## src/rtl/ahb_apb_bridge_param_if.sv

```systemverilog
// AHB-lite / APB signal bundle for the parametrised bridge.
// Ports: AHB request and response, APB request and response.
//   slave  : bridge view (it is the AHB slave).
//   master : environment view (AHB master plus APB slaves).
interface ahb_apb_bridge_param_if #(
    parameter int ADDR_W  = 32,
    parameter int DATA_W  = 32,
    parameter int NUM_SLV = 3
);
    logic              Hwrite;
    logic              Hreadyin;
    logic [1:0]        Htrans;
    logic [ADDR_W-1:0] Haddr;
    logic [DATA_W-1:0] Hwdata;
    logic              Hreadyout;
    logic [1:0]        Hresp;
    logic [DATA_W-1:0] Hrdata;

    logic [NUM_SLV-1:0] Pselx;
    logic               Penable;
    logic               Pwrite;
    logic [ADDR_W-1:0]  Paddr;
    logic [DATA_W-1:0]  Pwdata;
    logic [DATA_W-1:0]  Prdata;
    logic               Pready;
    logic               Pslverr;

    modport slave (
        input  Hwrite, Hreadyin, Htrans,
        input  Haddr, Hwdata,
        output Hreadyout, Hresp, Hrdata,
        output Pselx, Penable, Pwrite,
        output Paddr, Pwdata,
        input  Prdata, Pready, Pslverr
    );

    modport master (
        output Hwrite, Hreadyin, Htrans,
        output Haddr, Hwdata,
        input  Hreadyout, Hresp, Hrdata,
        input  Pselx, Penable, Pwrite,
        input  Paddr, Pwdata,
        output Prdata, Pready, Pslverr
    );
endinterface

```

## src/rtl/ahb_apb_bridge_param.sv

```systemverilog
// Single-clock AHB-lite to APB3 bridge, NUM_SLV decoded slaves.
// Ports: Hclk, Hreset (async, active high), bus (slave modport).
module ahb_apb_bridge_param #(
    parameter int              ADDR_W    = 32,
    parameter int              DATA_W    = 32,
    parameter int              NUM_SLV   = 3,
    parameter logic [ADDR_W-1:0] BASE_ADDR = 'h8000_0000,
    parameter int              SLV_LOG2  = 10,
    parameter int              TIMEOUT   = 16
) (
    input logic Hclk,
    input logic Hreset,
    ahb_apb_bridge_param_if.slave bus
);
    localparam int IDX_W = (NUM_SLV > 1) ? $clog2(NUM_SLV) : 1;
    localparam int CNT_W = $clog2(TIMEOUT + 2);

    typedef enum logic [2:0] {
        IDLE, SETUP, ACCESS, ERR1, ERR2
    } state_t;

    state_t            state, state_n;
    logic [CNT_W-1:0]  cnt, cnt_n;
    logic [ADDR_W-1:0] paddr_q;
    logic              pwrite_q;
    logic [IDX_W-1:0]  idx_q;
    logic [DATA_W-1:0] pwdata_q;
    logic [DATA_W-1:0] hrdata_q;

    logic [ADDR_W-1:0] off;
    logic [ADDR_W-1:0] idx;
    logic              hit;
    logic              accept;
    logic              hready;

    assign hready = (state == IDLE) || (state == ERR2);

    assign off = bus.Haddr - BASE_ADDR;
    assign idx = off >> SLV_LOG2;
    assign hit = (bus.Haddr >= BASE_ADDR) &&
                 (idx < ADDR_W'(NUM_SLV));

    // ERR2 also shows Hreadyout=1 but never accepts.
    assign accept = (state == IDLE) && hready &&
                    bus.Hreadyin && bus.Htrans[1];

    always_comb begin
        state_n = state;
        cnt_n   = cnt;
        unique case (state)
            IDLE: begin
                if (accept) begin
                    state_n = hit ? SETUP : ERR1;
                    cnt_n   = '0;
                end
            end
            SETUP: state_n = ACCESS;
            ACCESS: begin
                if (bus.Pready) begin
                    state_n = bus.Pslverr ? ERR1 : IDLE;
                end else begin
                    cnt_n = cnt + 1'b1;
                    // Abort on the cycle the wait count hits TIMEOUT,
                    // so Penable is high exactly TIMEOUT cycles.
                    if (TIMEOUT != 0 &&
                        cnt_n == CNT_W'(TIMEOUT))
                        state_n = ERR1;
                end
            end
            ERR1:    state_n = ERR2;
            ERR2:    state_n = IDLE;
            default: state_n = IDLE;
        endcase
    end

    always_ff @(posedge Hclk or posedge Hreset) begin
        if (Hreset) begin
            state    <= IDLE;
            cnt      <= '0;
            paddr_q  <= '0;
            pwrite_q <= 1'b0;
            idx_q    <= '0;
            pwdata_q <= '0;
            hrdata_q <= '0;
        end else begin
            state <= state_n;
            cnt   <= cnt_n;
            if (accept) begin
                paddr_q  <= bus.Haddr;
                pwrite_q <= bus.Hwrite;
                idx_q    <= IDX_W'(idx);
            end
            if (state == SETUP)
                pwdata_q <= bus.Hwdata;
            if (state == ACCESS && bus.Pready &&
                !bus.Pslverr && !pwrite_q)
                hrdata_q <= bus.Prdata;
        end
    end

    // APB controls derive from state, so an async reset
    // drops them in the same cycle.
    assign bus.Pselx =
        (state == SETUP || state == ACCESS) ?
        (NUM_SLV'(1) << idx_q) : '0;
    assign bus.Penable   = (state == ACCESS);
    assign bus.Pwrite    = pwrite_q;
    assign bus.Paddr     = paddr_q;
    // Data phase: Hwdata passes through during SETUP only.
    assign bus.Pwdata    = (state == SETUP) ?
                           bus.Hwdata : pwdata_q;
    assign bus.Hreadyout = hready;
    assign bus.Hresp     = (state == ERR1 || state == ERR2) ?
                           2'b01 : 2'b00;
    assign bus.Hrdata    = hrdata_q;
endmodule

```

## src/flat_wrapper.sv

```systemverilog
// flat-port wrapper written by rule: the top's interface ports become plain ports
module ahb_apb_bridge_param_flat 
#(
    parameter int              ADDR_W    = 32,
    parameter int              DATA_W    = 32,
    parameter int              NUM_SLV   = 3,
    parameter logic [ADDR_W-1:0] BASE_ADDR = 'h8000_0000,
    parameter int              SLV_LOG2  = 10,
    parameter int              TIMEOUT   = 16
)
  (Hclk, Hreset, bus_Hwrite, bus_Hreadyin, bus_Htrans, bus_Haddr, bus_Hwdata, bus_Hreadyout, bus_Hresp, bus_Hrdata, bus_Pselx, bus_Penable, bus_Pwrite, bus_Paddr, bus_Pwdata, bus_Prdata, bus_Pready, bus_Pslverr);
  ahb_apb_bridge_param_if #(.ADDR_W(ADDR_W), .DATA_W(DATA_W), .NUM_SLV(NUM_SLV)) bus_i ();
  input logic Hclk;
  input logic Hreset;
  input wire logic [$bits(bus_i.Hwrite)-1:0] bus_Hwrite;
  input wire logic [$bits(bus_i.Hreadyin)-1:0] bus_Hreadyin;
  input wire logic [$bits(bus_i.Htrans)-1:0] bus_Htrans;
  input wire logic [$bits(bus_i.Haddr)-1:0] bus_Haddr;
  input wire logic [$bits(bus_i.Hwdata)-1:0] bus_Hwdata;
  output wire logic [$bits(bus_i.Hreadyout)-1:0] bus_Hreadyout;
  output wire logic [$bits(bus_i.Hresp)-1:0] bus_Hresp;
  output wire logic [$bits(bus_i.Hrdata)-1:0] bus_Hrdata;
  output wire logic [$bits(bus_i.Pselx)-1:0] bus_Pselx;
  output wire logic [$bits(bus_i.Penable)-1:0] bus_Penable;
  output wire logic [$bits(bus_i.Pwrite)-1:0] bus_Pwrite;
  output wire logic [$bits(bus_i.Paddr)-1:0] bus_Paddr;
  output wire logic [$bits(bus_i.Pwdata)-1:0] bus_Pwdata;
  input wire logic [$bits(bus_i.Prdata)-1:0] bus_Prdata;
  input wire logic [$bits(bus_i.Pready)-1:0] bus_Pready;
  input wire logic [$bits(bus_i.Pslverr)-1:0] bus_Pslverr;
  assign bus_i.Hwrite = bus_Hwrite;
  assign bus_i.Hreadyin = bus_Hreadyin;
  assign bus_i.Htrans = bus_Htrans;
  assign bus_i.Haddr = bus_Haddr;
  assign bus_i.Hwdata = bus_Hwdata;
  assign bus_Hreadyout = bus_i.Hreadyout;
  assign bus_Hresp = bus_i.Hresp;
  assign bus_Hrdata = bus_i.Hrdata;
  assign bus_Pselx = bus_i.Pselx;
  assign bus_Penable = bus_i.Penable;
  assign bus_Pwrite = bus_i.Pwrite;
  assign bus_Paddr = bus_i.Paddr;
  assign bus_Pwdata = bus_i.Pwdata;
  assign bus_i.Prdata = bus_Prdata;
  assign bus_i.Pready = bus_Pready;
  assign bus_i.Pslverr = bus_Pslverr;
  ahb_apb_bridge_param #(.ADDR_W(ADDR_W), .DATA_W(DATA_W), .NUM_SLV(NUM_SLV), .BASE_ADDR(BASE_ADDR), .SLV_LOG2(SLV_LOG2), .TIMEOUT(TIMEOUT)) u_core (.Hclk(Hclk), .Hreset(Hreset), .bus(bus_i));
endmodule
```

## config.mk

```make
export PLATFORM = sky130hd
export DESIGN_NAME = ahb_apb_bridge_param_flat
export DESIGN_NICKNAME = d
export VERILOG_FILES = /design/src/rtl/ahb_apb_bridge_param_if.sv /design/src/rtl/ahb_apb_bridge_param.sv /design/src/flat_wrapper.sv
export SDC_FILE = /design/constraint.sdc
export NUM_CORES = 1
export LEC_CHECK = 0
export BUFFER_PORTS_ARGS = -buffer_cell sky130_fd_sc_hd__buf_2
export CAP_MARGIN = 15
export CORE_ASPECT_RATIO = 0.6
export CORE_MARGIN = 5
export CORE_UTILIZATION = 45
export DETAILED_ROUTE_END_ITERATION = 16
export MAX_ROUTING_LAYER = met4
export PLACE_DENSITY = 0.8
export SYNTH_ARGS = -nofsm -noshare
export SYNTH_HDL_FRONTEND = slang
export SYNTH_SLANG_ARGS = --single-unit
```

## constraint.sdc

```tcl
create_clock -name Hclk -period 8 [get_ports Hclk]
set_input_delay 0.4 -clock Hclk [delete_from_list [all_inputs] [get_ports Hclk]]
set_output_delay 0.4 -clock Hclk [all_outputs]
set_load 0.005 [all_outputs]
```

==> results of run 1 <==
flip-flops by register name (all words and copies together), names as in the netlist:
name               count
u_core.bus.Hrdata     32
u_core.bus.Paddr      31
u_core.bus.Pwrite      1
u_core.cnt             5
u_core.idx_q           1
u_core.pwdata_q       32
u_core.state           3
worst min path at each step:
stage	slack, ns	start	depth (start not counted)	end
after floorplan	0.49	u_core.pwdata_q[10]	1	u_core.pwdata_q[10]
after CTS	0.06	Hreset	2	u_core.pwdata_q[22]
after detailed placement	0.42	Hreset	2	u_core.bus.Hrdata[20]
after global placement	0.42	Hreset	2	u_core.bus.Hrdata[20]
after global routing	0.08	Hreset	2	u_core.pwdata_q[13]
final	0.06	Hreset	2	u_core.pwdata_q[9]
through the flow:
step           std cells  setup slack (ns)  hold slack (ns)
6_report             606             5.497          0.06325
5_1_grt              606             5.359          0.08233
3_3_place_gp         589             5.556           0.4204
3_5_place_dp         589             5.522           0.4243
4_1_cts              605             5.460          0.05835
2_1_floorplan        264             4.839           0.4861
cell families (layout without fill, tap and decap cells):
| family | after synthesis | after routing | share of synthesized area (%) |
|---|---|---|---|
| flops | 105 | 105 | 60.90 |
| mux | 98 | 98 | 28.19 |
| simple gates | 32 | 32 | 5.307 |
| buf+inv | 14 | 226 | 2.900 |
| compound gates | 10 | 10 | 1.711 |
| xor+xnor | 3 | 3 | 0.6092 |
| fa+ha+maj | 1 | 1 | 0.2900 |
| other cells | 1 | 1 | 0.08692 |
cell usage in the layout (no fill, tap or decap), drive strengths merged, types with 3 or more instances in the layout:
| master | count |
|---|---|
| buf | 209 |
| clkbuf | 9 |
| nor2 | 4 |
| mux2 | 98 |
| nand3 | 3 |
| dfrtp | 105 |
| inv | 5 |
| nor3b | 4 |
| nand2 | 6 |
| a22o | 3 |
| nor4 | 5 |
worst reg2reg max path, cell delays in order, from the launching register on:
cell and delay, ns:
dfrtp_1 0.56, nor3b_4 0.30, nand3b_2 0.28, buf_12 0.28
mux2_4 0.33
power groups by stage:
| stage | Combinational (mW) | Clock, mW | Sequential [mW] |
|---|---|---|---|
| 6_report | 0.875 | 0.439 | 0.940 |
| 5_1_grt | 0.960 | 0.479 | 0.975 |
| 4_1_cts | 0.895 | 0.454 | 0.942 |
| 3_5_place_dp | 0.895 | 0 | 0.943 |
| 3_3_place_gp | 0.866 | 0 | 0.930 |
| 2_1_floorplan | 0.510 | 0 | 0.925 |
layout make-up:
cell class	instances	share of cell area (%)
Sequential cell	105	45.83
Tap cell	130	2.837
Timing Repair Buffer	209	18.64
Clock inverter	7	1.309
Multi-Input combinational cell	145	27.35
Inverter	1	0.1091
Clock buffer	9	3.928
layer usage:
layer  track usage [%]  vias up  share of wire [%]
met2             28.24      138                 46
li1                  -     1359                  -
met5                 -        -                  0
met4             4.209        0               0.85
met3             6.975        9                 10
met1             22.16     1412                 43
==> reports/results.tsv, run 1 <==
stage	metric	value	unit
synth	Net Count, Synth	369	
final_layout	Fillers	740	
clock_tree	hold-fix buffers at CTS	0	
timing	RSZ-0062 raised after global routing	no	
flow_run	Max Cap Viol	0	
power	Switching Share	30.47	%
synth	Synth Instances	264	
power	pwr dens	393.2	nW/um2
clock_tree	Clock Sinks	105	
synth	Mapped Area	4314	um2
worst_setup_path	worst r2r src	u_core.state[1]	
power	NetSw	0.6869	mW
synth	most frequent cells after synthesis	105 x dfrtp_1, 68 x mux2_2, 30 x mux2_4	
placed_design	estimated wirelength of the detail-placed design	7797	um
clock_tree	Post-CTS Setup Inserts	0	
power	internal power	1.567	mW
worst_setup_path	CP max FO	32	
worst_setup_path	crit end category	primary output	
route	Pre-antenna DRT Iters	4	
worst_setup_path	Critical path origin	u_core.state[0]	
final_layout	Final #Nets	576	
worst_setup_path	Crit path max-delay family	flip-flops	
clock_tree	worst-skew pair later-pin latency	0.33	ns
synth	#FFs+latches synth	105	
global_routing	largest net degree at the start of global routing	73	
synth	Most used DFF post-synth	dfrtp_1	
route	routed via count	2918	
synth	post-synth cell types	37	
final_layout	layout cell share with drive strength beyond 1	69.12	%
route	total wire length	10010	um
power	Clk pwr share	19.5	%
timing	period utilization	31.28	%
placed_design	Cell Area, Placed	5413	um2
timing	Clock Skews	0.004558	ns
synth	mean cell area of the mapped netlist	16.34	um2
clock_tree	CTS max path bufs	2	
placed_design	# port buffers	205	
route	WL per Instance	16.52	um
synth	post-synth top area share	60.90	%
worst_setup_path	worst path buffer plus inverter count	2	
final_layout	number of diodes	0	
worst_setup_path	CP arrival	2.10	ns
global_routing	total global routing overflow	0	
power	leakage	2.926	nW
timing	max-slew violations	0	
floorplanning	die span in y	85.85	um
route	Post-DRT Antenna Nets	0	
clock_tree	CTS buffer count	9	
synth	fraction of registers with async set/reset	100.0	%
final_layout	Storage cell area	2628	um2
clock_tree	clk slew on worst S/H paths	0.07	ns
final_layout	area of the multi-input gates	1568	um2
floorplanning	Initial Utilization	46.61	%
final_layout	area grow syn2layout	32.89	%
timing	Worst-Margin Slew	0.8963	ns
global_routing	gr usage total	17.98	%
power	Final Total Pwr	2.254	mW
global_routing	vias in the first global route	3149	
clock_tree	CTS root buf	clkbuf_16	
final_layout	fin area	5733	um2
worst_setup_path	worst path cell trace	nor3b_4 -> buf_4 -> mux2_2 -> buf_2	
clock_tree	CTS tree	done	
worst_setup_path	Worst setup SP type	register	
worst_setup_path	Reg2Reg Setup Slack	6.13	ns
run_status	outcome	complete, no violations	
placed_design	GPL Wtd Cong	0.8077	
synth	Yosys warnings	0	
worst_setup_path	CP Data Required Time	7.60	ns
worst_setup_path	CP max stage delay	0.56	ns
synth	area leader, netlist	dfrtp_1	
clock_tree	CTS resizes	0	
route	drt drc	0	
synth	count leader, synth	dfrtp_1	
global_routing	first-pass GRT wire length	16130	um
min_path	Hold Crit Class	in2async	
worst_setup_path	Critical Path Slowest Stage Cell	dfrtp_1	
floorplanning	Core Rows	27	
power	Reg power frac	41.7	%
synth	sequential-to-total area share from yosys stat	60.90	%
timing	sum of negative setup slack	0	ns
power	Comb power frac	38.8	%
route	DRT iter0 DRCs	76	
floorplanning	Die W	136.4	um
timing	Slew Limit Headroom	40.25	%
clock_tree	H-tree levels	3	
power	worst vdd ir	179.0	uV
worst_setup_path	Crit Path Class	reg2out	
timing	final setup violation count	0	
route	vias per inst	4.815	
worst_setup_path	CP endpoint	bus_Pwdata[4]	
timing	post-layout minimum cycle time	2.503	ns
worst_setup_path	reg2reg end	u_core.bus.Hrdata[9]	
timing	final hold viol count	0	
floorplanning	Core Region	9256	um2
synth	number of synthesized flops with an enable pin	0	
timing	FMAX	399.6	MHz
global_routing	initial antenna violation count	0	
synth	main area contributors after synthesis	dfrtp_1 61%, mux2_2 18%, mux2_4 10%, buf_6 1.8%, buf_4 0.87%	
worst_setup_path	R2R cell count	4	
floorplanning	I/O pin cnt	208	
worst_setup_path	CP Depth	4	
final_layout	Util after Layout	61.94	%
floorplanning	Die Area	11710	um2
Note: power is estimated with default switching activity, not from simulation.
==> inputs of run 2 (changes only) <==
==> constraint.sdc (replaced) <==
create_clock -name Hclk -period 2.5 [get_ports Hclk]
set_input_delay 0.125 -clock Hclk [delete_from_list [all_inputs] [get_ports Hclk]]
set_output_delay 0.125 -clock Hclk [all_outputs]
set_load 0.005 [all_outputs]
==> run 2 against run 1 <==
Compared with the run above:
- first-iteration DRC count fell by 6.6%
- sequential share of layout area fell by 0.36 points
- critical path depth did not move
- highest routed layer unchanged
- count of clock-buffer cells in the layout rose by 2
- setup slack got worse by 5.2 ns
- non-clock buffer count rose by 3
==> reports/results.tsv, run 2 (synthesized netlist as in run 1, its figures left out) <==
stage	metric	value	unit
route	vias per inst	4.831	
worst_setup_path	CP arrival	2.05	ns
power	Final Total Pwr	7.165	mW
timing	sum of negative setup slack	0	ns
placed_design	Cell Area, Placed	5487	um2
route	routed via count	2942	
timing	Slew Limit Headroom	40.90	%
clock_tree	clk slew on worst S/H paths	0.07	ns
final_layout	final non-filler cell total	609	
clock_tree	CTS resizes	0	
placed_design	Placed Cells	592	
clock_tree	CTS buffer count	9	
power	worst vdd ir	666.3	uV
global_routing	largest net degree at the start of global routing	41	
route	routed wl met3	912	um
run_status	outcome	complete, no violations	
power	leakage	2.931	nW
final_layout	most common cell after layout, fill and taps aside	buf_2	
flow_run	Max Cap Viol	0	
final_layout	area grow syn2layout	33.93	%
clock_tree	CTS tree	done	
min_path	Hold Crit Start	bus_Prdata[6]	
worst_setup_path	CP Data Required Time	2.38	ns
route	Pre-antenna DRT Iters	4	
timing	Clock Skews	0.002323	ns
route	total wire length	10410	um
floorplanning	I/O pin cnt	208	
timing	Worst-Margin Slew	0.8846	ns
power	pwr dens	1240	nW/um2
placed_design	estimated wirelength of the detail-placed design	8291	um
floorplanning	die span in y	85.85	um
timing	FMAX	459.1	MHz
clock_tree	Post-CTS Setup Inserts	0	
worst_setup_path	Crit Path Class	reg2out	
timing	post-route setup slack	0.3220	ns
clock_tree	Clock Sinks	105	
final_layout	Util after Layout	62.42	%
global_routing	gr usage total	19.01	%
final_layout	fin area	5778	um2
clock_tree	CTS root buf	clkbuf_16	
placed_design	worst slack at placement	0.6540	ns
floorplanning	Die W	136.4	um
timing	post-layout minimum cycle time	2.178	ns
route	Post-DRT Antenna Nets	0	
final_layout	Final #Nets	579	
timing	RSZ-0062 raised after global routing	no	
final_layout	layout cell share with drive strength beyond 1	68.89	%
timing	final hold viol count	0	
min_path	Hold Crit Class	in2reg	
timing	max-slew violations	0	
worst_setup_path	worst r2r src	u_core.state[1]	
clock_tree	H-tree levels	3	
final_layout	area of the multi-input gates	1568	um2
final_layout	Storage cell area	2628	um2
final_layout	commonest cells after routing, fill and taps aside	205 x buf_2, 105 x dfrtp_1, 68 x mux2_2, 30 x mux2_4, 9 x clkbuf_16	
worst_setup_path	crit end category	primary output	
floorplanning	Die Area	11710	um2
floorplanning	Initial Utilization	46.61	%
final_layout	Fillers	766	
route	DRT iter0 DRCs	71	
worst_setup_path	Worst setup SP type	register	
route	wl on met1	4285	um
route	highest routed layer	met4	
global_routing	first-pass GRT wire length	17010	um
route	met2 wire length	5092	um
timing	final setup violation count	0	
floorplanning	Core Region	9256	um2
timing	WHS	0.02175	ns
global_routing	total global routing overflow	0	
global_routing	vias in the first global route	3301	
clock_tree	worst-skew pair later-pin latency	0.33	ns
clock_tree	CTS max path bufs	2	
timing	period utilization	87.12	%
placed_design	GPL Wtd Cong	0.7935	
worst_setup_path	Critical path origin	u_core.state[0]	
floorplanning	Core Rows	27	
route	WL per Instance	17.09	um
placed_design	# port buffers	205	
final_layout	number of diodes	0	
route	drt drc	0	
global_routing	initial antenna violation count	0	
worst_setup_path	CP max FO	30	
run 2: changes by cell type in the layout (fill, tap and decap cells not counted), sizes merged:
cell / change
inv: -3
clkinvlp: +2
dlygate4sd3: +1
bufinv: -1
buf: +2
clkbuf: +2
run 2: final timing paths:
path	endpoint	slack [ns]	cells past startpoint
max in group asynchronous	u_core.pwdata_q[21]	1.15	4
worst min-delay path	u_core.bus.Hrdata[6]	0.02	2
worst min register to register	u_core.pwdata_q[28]	0.49	1
min in group asynchronous	u_core.bus.Hrdata[20]	0.52	3
worst max-delay path	bus_Pwdata[29]	0.32	4
worst max register to register	u_core.bus.Paddr[25]	0.68	3
run 2: final cells by class:
type | instances | area share (%)
clock inverter | 5 | 0.6713
clock buffer | 11 | 4.201
sequential | 105 | 45.47
timing repair buffer | 212 | 19.58
inverter | 1 | 0.1299
multi-input combinational | 145 | 27.13
tap | 130 | 2.815
run 2: power breakdown:
part | leakage, nW | internal (mW) | switching [mW] | total, mW
Combinational | 1.53 | 1.71 | 1.13 | 2.84
Sequential | 1.26 | 2.55 | 0.470 | 3.02
Clock | 0.137 | 0.710 | 0.597 | 1.31
Total | 2.93 | 4.97 | 2.20 | 7.17
run 2: per-layer routing:
layer,global-route usage (%),vias up
met2,31.12,126
met3,5.979,11
met5,-,-
li1,-,1365
met4,4.117,0
met1,23.40,1440
run 2: critical path, stage by stage (launching register included):
cell and delay, ns:
dfrtp_1 0.57, nor3b_4 0.39, buf_12 0.24, mux2_2 0.37, buf_2 0.14
run 2: timing repair:
action	in CTS	in global routing
endpoints found under the hold margin	7	0
hold buffers	1	0
setup endpoints to repair	0	0
==> inputs of run 3 (changes only) <==
--- a/config.mk
+++ b/config.mk
@@ -11,6 +11,7 @@
 export CORE_MARGIN = 5
 export CORE_UTILIZATION = 45
 export DETAILED_ROUTE_END_ITERATION = 16
+export HOLD_SLACK_MARGIN = 0.1
 export MAX_ROUTING_LAYER = met4
 export PLACE_DENSITY = 0.8
 export SYNTH_ARGS = -nofsm -noshare
==> run 3 against run 2 <==
Compared with the run above:
- critical path type unchanged
- register-to-register slack about the same
- critical endpoint is now bus_Pwdata[11]
- cell count up 17%
- clock skew up 0.00090 ns
- flip-flop and latch count unchanged
- largest power group unchanged
==> reports/results.tsv, run 3 (synthesized netlist as in run 1, its figures left out) <==
stage	metric	value	unit
final_layout	fin area	6774	um2
global_routing	first-pass GRT wire length	19960	um
clock_tree	CTS buffer count	9	
route	total wire length	12570	um
timing	Slew Limit Headroom	40.88	%
worst_setup_path	CP arrival	2.06	ns
floorplanning	Die W	136.4	um
floorplanning	Initial Utilization	46.61	%
route	DRT iter0 DRCs	86	
power	pwr dens	1090	nW/um2
final_layout	layout cell share with drive strength beyond 1	57.09	%
clock_tree	CTS tree	done	
worst_setup_path	Worst setup SP type	register	
route	Post-DRT Antenna Nets	0	
clock_tree	Clock Sinks	105	
worst_setup_path	Crit Path Class	reg2out	
timing	final setup violation count	0	
timing	sum of negative setup slack	0	ns
route	WL per Instance	17.70	um
global_routing	vias in the first global route	3820	
timing	period utilization	87.53	%
route	drt drc	0	
clock_tree	H-tree levels	3	
run_status	outcome	complete, no violations	
final_layout	Fillers	626	
floorplanning	die span in y	85.85	um
power	leakage	3.344	nW
global_routing	gr usage total	22.55	%
timing	max-slew violations	0	
power	worst vdd ir	637.9	uV
placed_design	Cell Area, Placed	5487	um2
floorplanning	Core Region	9256	um2
worst_setup_path	CP Data Required Time	2.38	ns
flow_run	Max Cap Viol	0	
global_routing	initial antenna violation count	0	
final_layout	area grow syn2layout	57.02	%
global_routing	largest net degree at the start of global routing	41	
clock_tree	worst-skew pair later-pin latency	0.33	ns
global_routing	total global routing overflow	0	
clock_tree	CTS root buf	clkbuf_16	
worst_setup_path	CP max FO	30	
timing	FMAX	457.0	MHz
power	Final Total Pwr	7.382	mW
placed_design	GPL Wtd Cong	0.7935	
route	Pre-antenna DRT Iters	4	
worst_setup_path	crit end category	primary output	
clock_tree	CTS max path bufs	2	
clock_tree	Post-CTS Setup Inserts	0	
clock_tree	clk slew on worst S/H paths	0.06	ns
timing	WHS	0.1192	ns
timing	Worst-Margin Slew	0.8850	ns
route	vias per inst	4.814	
final_layout	most common cell after layout, fill and taps aside	buf_2	
timing	RSZ-0062 raised after global routing	no	
timing	Clock Skews	0.003223	ns
floorplanning	Core Rows	27	
floorplanning	I/O pin cnt	208	
timing	post-layout minimum cycle time	2.188	ns
final_layout	Util after Layout	73.18	%
timing	final hold viol count	0	
clock_tree	hold-fix buffers at CTS	100	
final_layout	commonest cells after routing, fill and taps aside	205 x buf_2, 105 x dfrtp_1, 100 x dlygate4sd3_1, 68 x mux2_2, 30 x mux2_4	
clock_tree	CTS resizes	0	
final_layout	Final #Nets	678	
floorplanning	Die Area	11710	um2
route	routed via count	3418	
min_path	Hold Crit Class	in2reg	
placed_design	# port buffers	205	
placed_design	estimated wirelength of the detail-placed design	8291	um
==> run 3: worst max-delay path, stage by stage, from the launching register on <==
cell and delay, ns:
dfrtp_1 0.56, nor3b_4 0.39, buf_12 0.24, mux2_2 0.38
buf_2 0.15
==> run 3: worst paths after layout <==
| check | startpoint | end | slack (ns) | cells past startpoint |
|---|---|---|---|---|
| max | u_core.state[0] | bus_Pwdata[11] | 0.31 | 4 |
| min | bus_Pready | u_core.state[0] | 0.12 | 3 |
| max reg2reg | u_core.state[1] | u_core.bus.Paddr[1] | 0.67 | 3 |
| min reg2reg | u_core.pwdata_q[22] | u_core.pwdata_q[22] | 0.50 | 1 |
| max in group asynchronous | Hreset | u_core.pwdata_q[13] | 1.14 | 4 |
| min in group asynchronous | Hreset | u_core.bus.Hrdata[24] | 0.52 | 3 |
==> run 3: area by class of cell <==
| class | instances | area (um2) | area share (%) |
|---|---|---|---|
| Timing Repair Buffer | 311 | 2122 | 31.33 |
| Multi-Input combinational cell | 145 | 1568 | 23.14 |
| Inverter | 1 | 7.507 | 0.1108 |
| Tap cell | 130 | 162.7 | 2.401 |
| Antenna cell | 2 | 5.005 | 0.07388 |
| Sequential cell | 105 | 2628 | 38.79 |
| Clock inverter | 5 | 38.79 | 0.5726 |
| Clock buffer | 11 | 242.7 | 3.583 |
==> run 3: layer usage <==
layer | global-route usage (%) | vias up | wire length, um
li1 | - | 1564 | -
met1 | 26.03 | 1693 | 5016
met2 | 38.80 | 140 | 6333
met3 | 6.682 | 21 | 1012
met4 | 5.855 | 0 | 204
met5 | - | - | 0
==> run 3: stage by stage <==
| step | setup slack, ns | cells |
|---|---|---|
| floorplan | 0.8706 | 264 |
| global route | 0.1847 | 708 |
| finish | 0.3119 | 710 |
| global placement | 0.6887 | 592 |
| CTS | 0.2789 | 708 |
| detailed placement | 0.6540 | 592 |
==> run 3: power by group <==
group,switching [mW],total [mW],internal [mW]
registers,0.498,3.04,2.55
clock network,0.598,1.31,0.710
logic,1.21,3.03,1.81
total,2.31,7.38,5.07
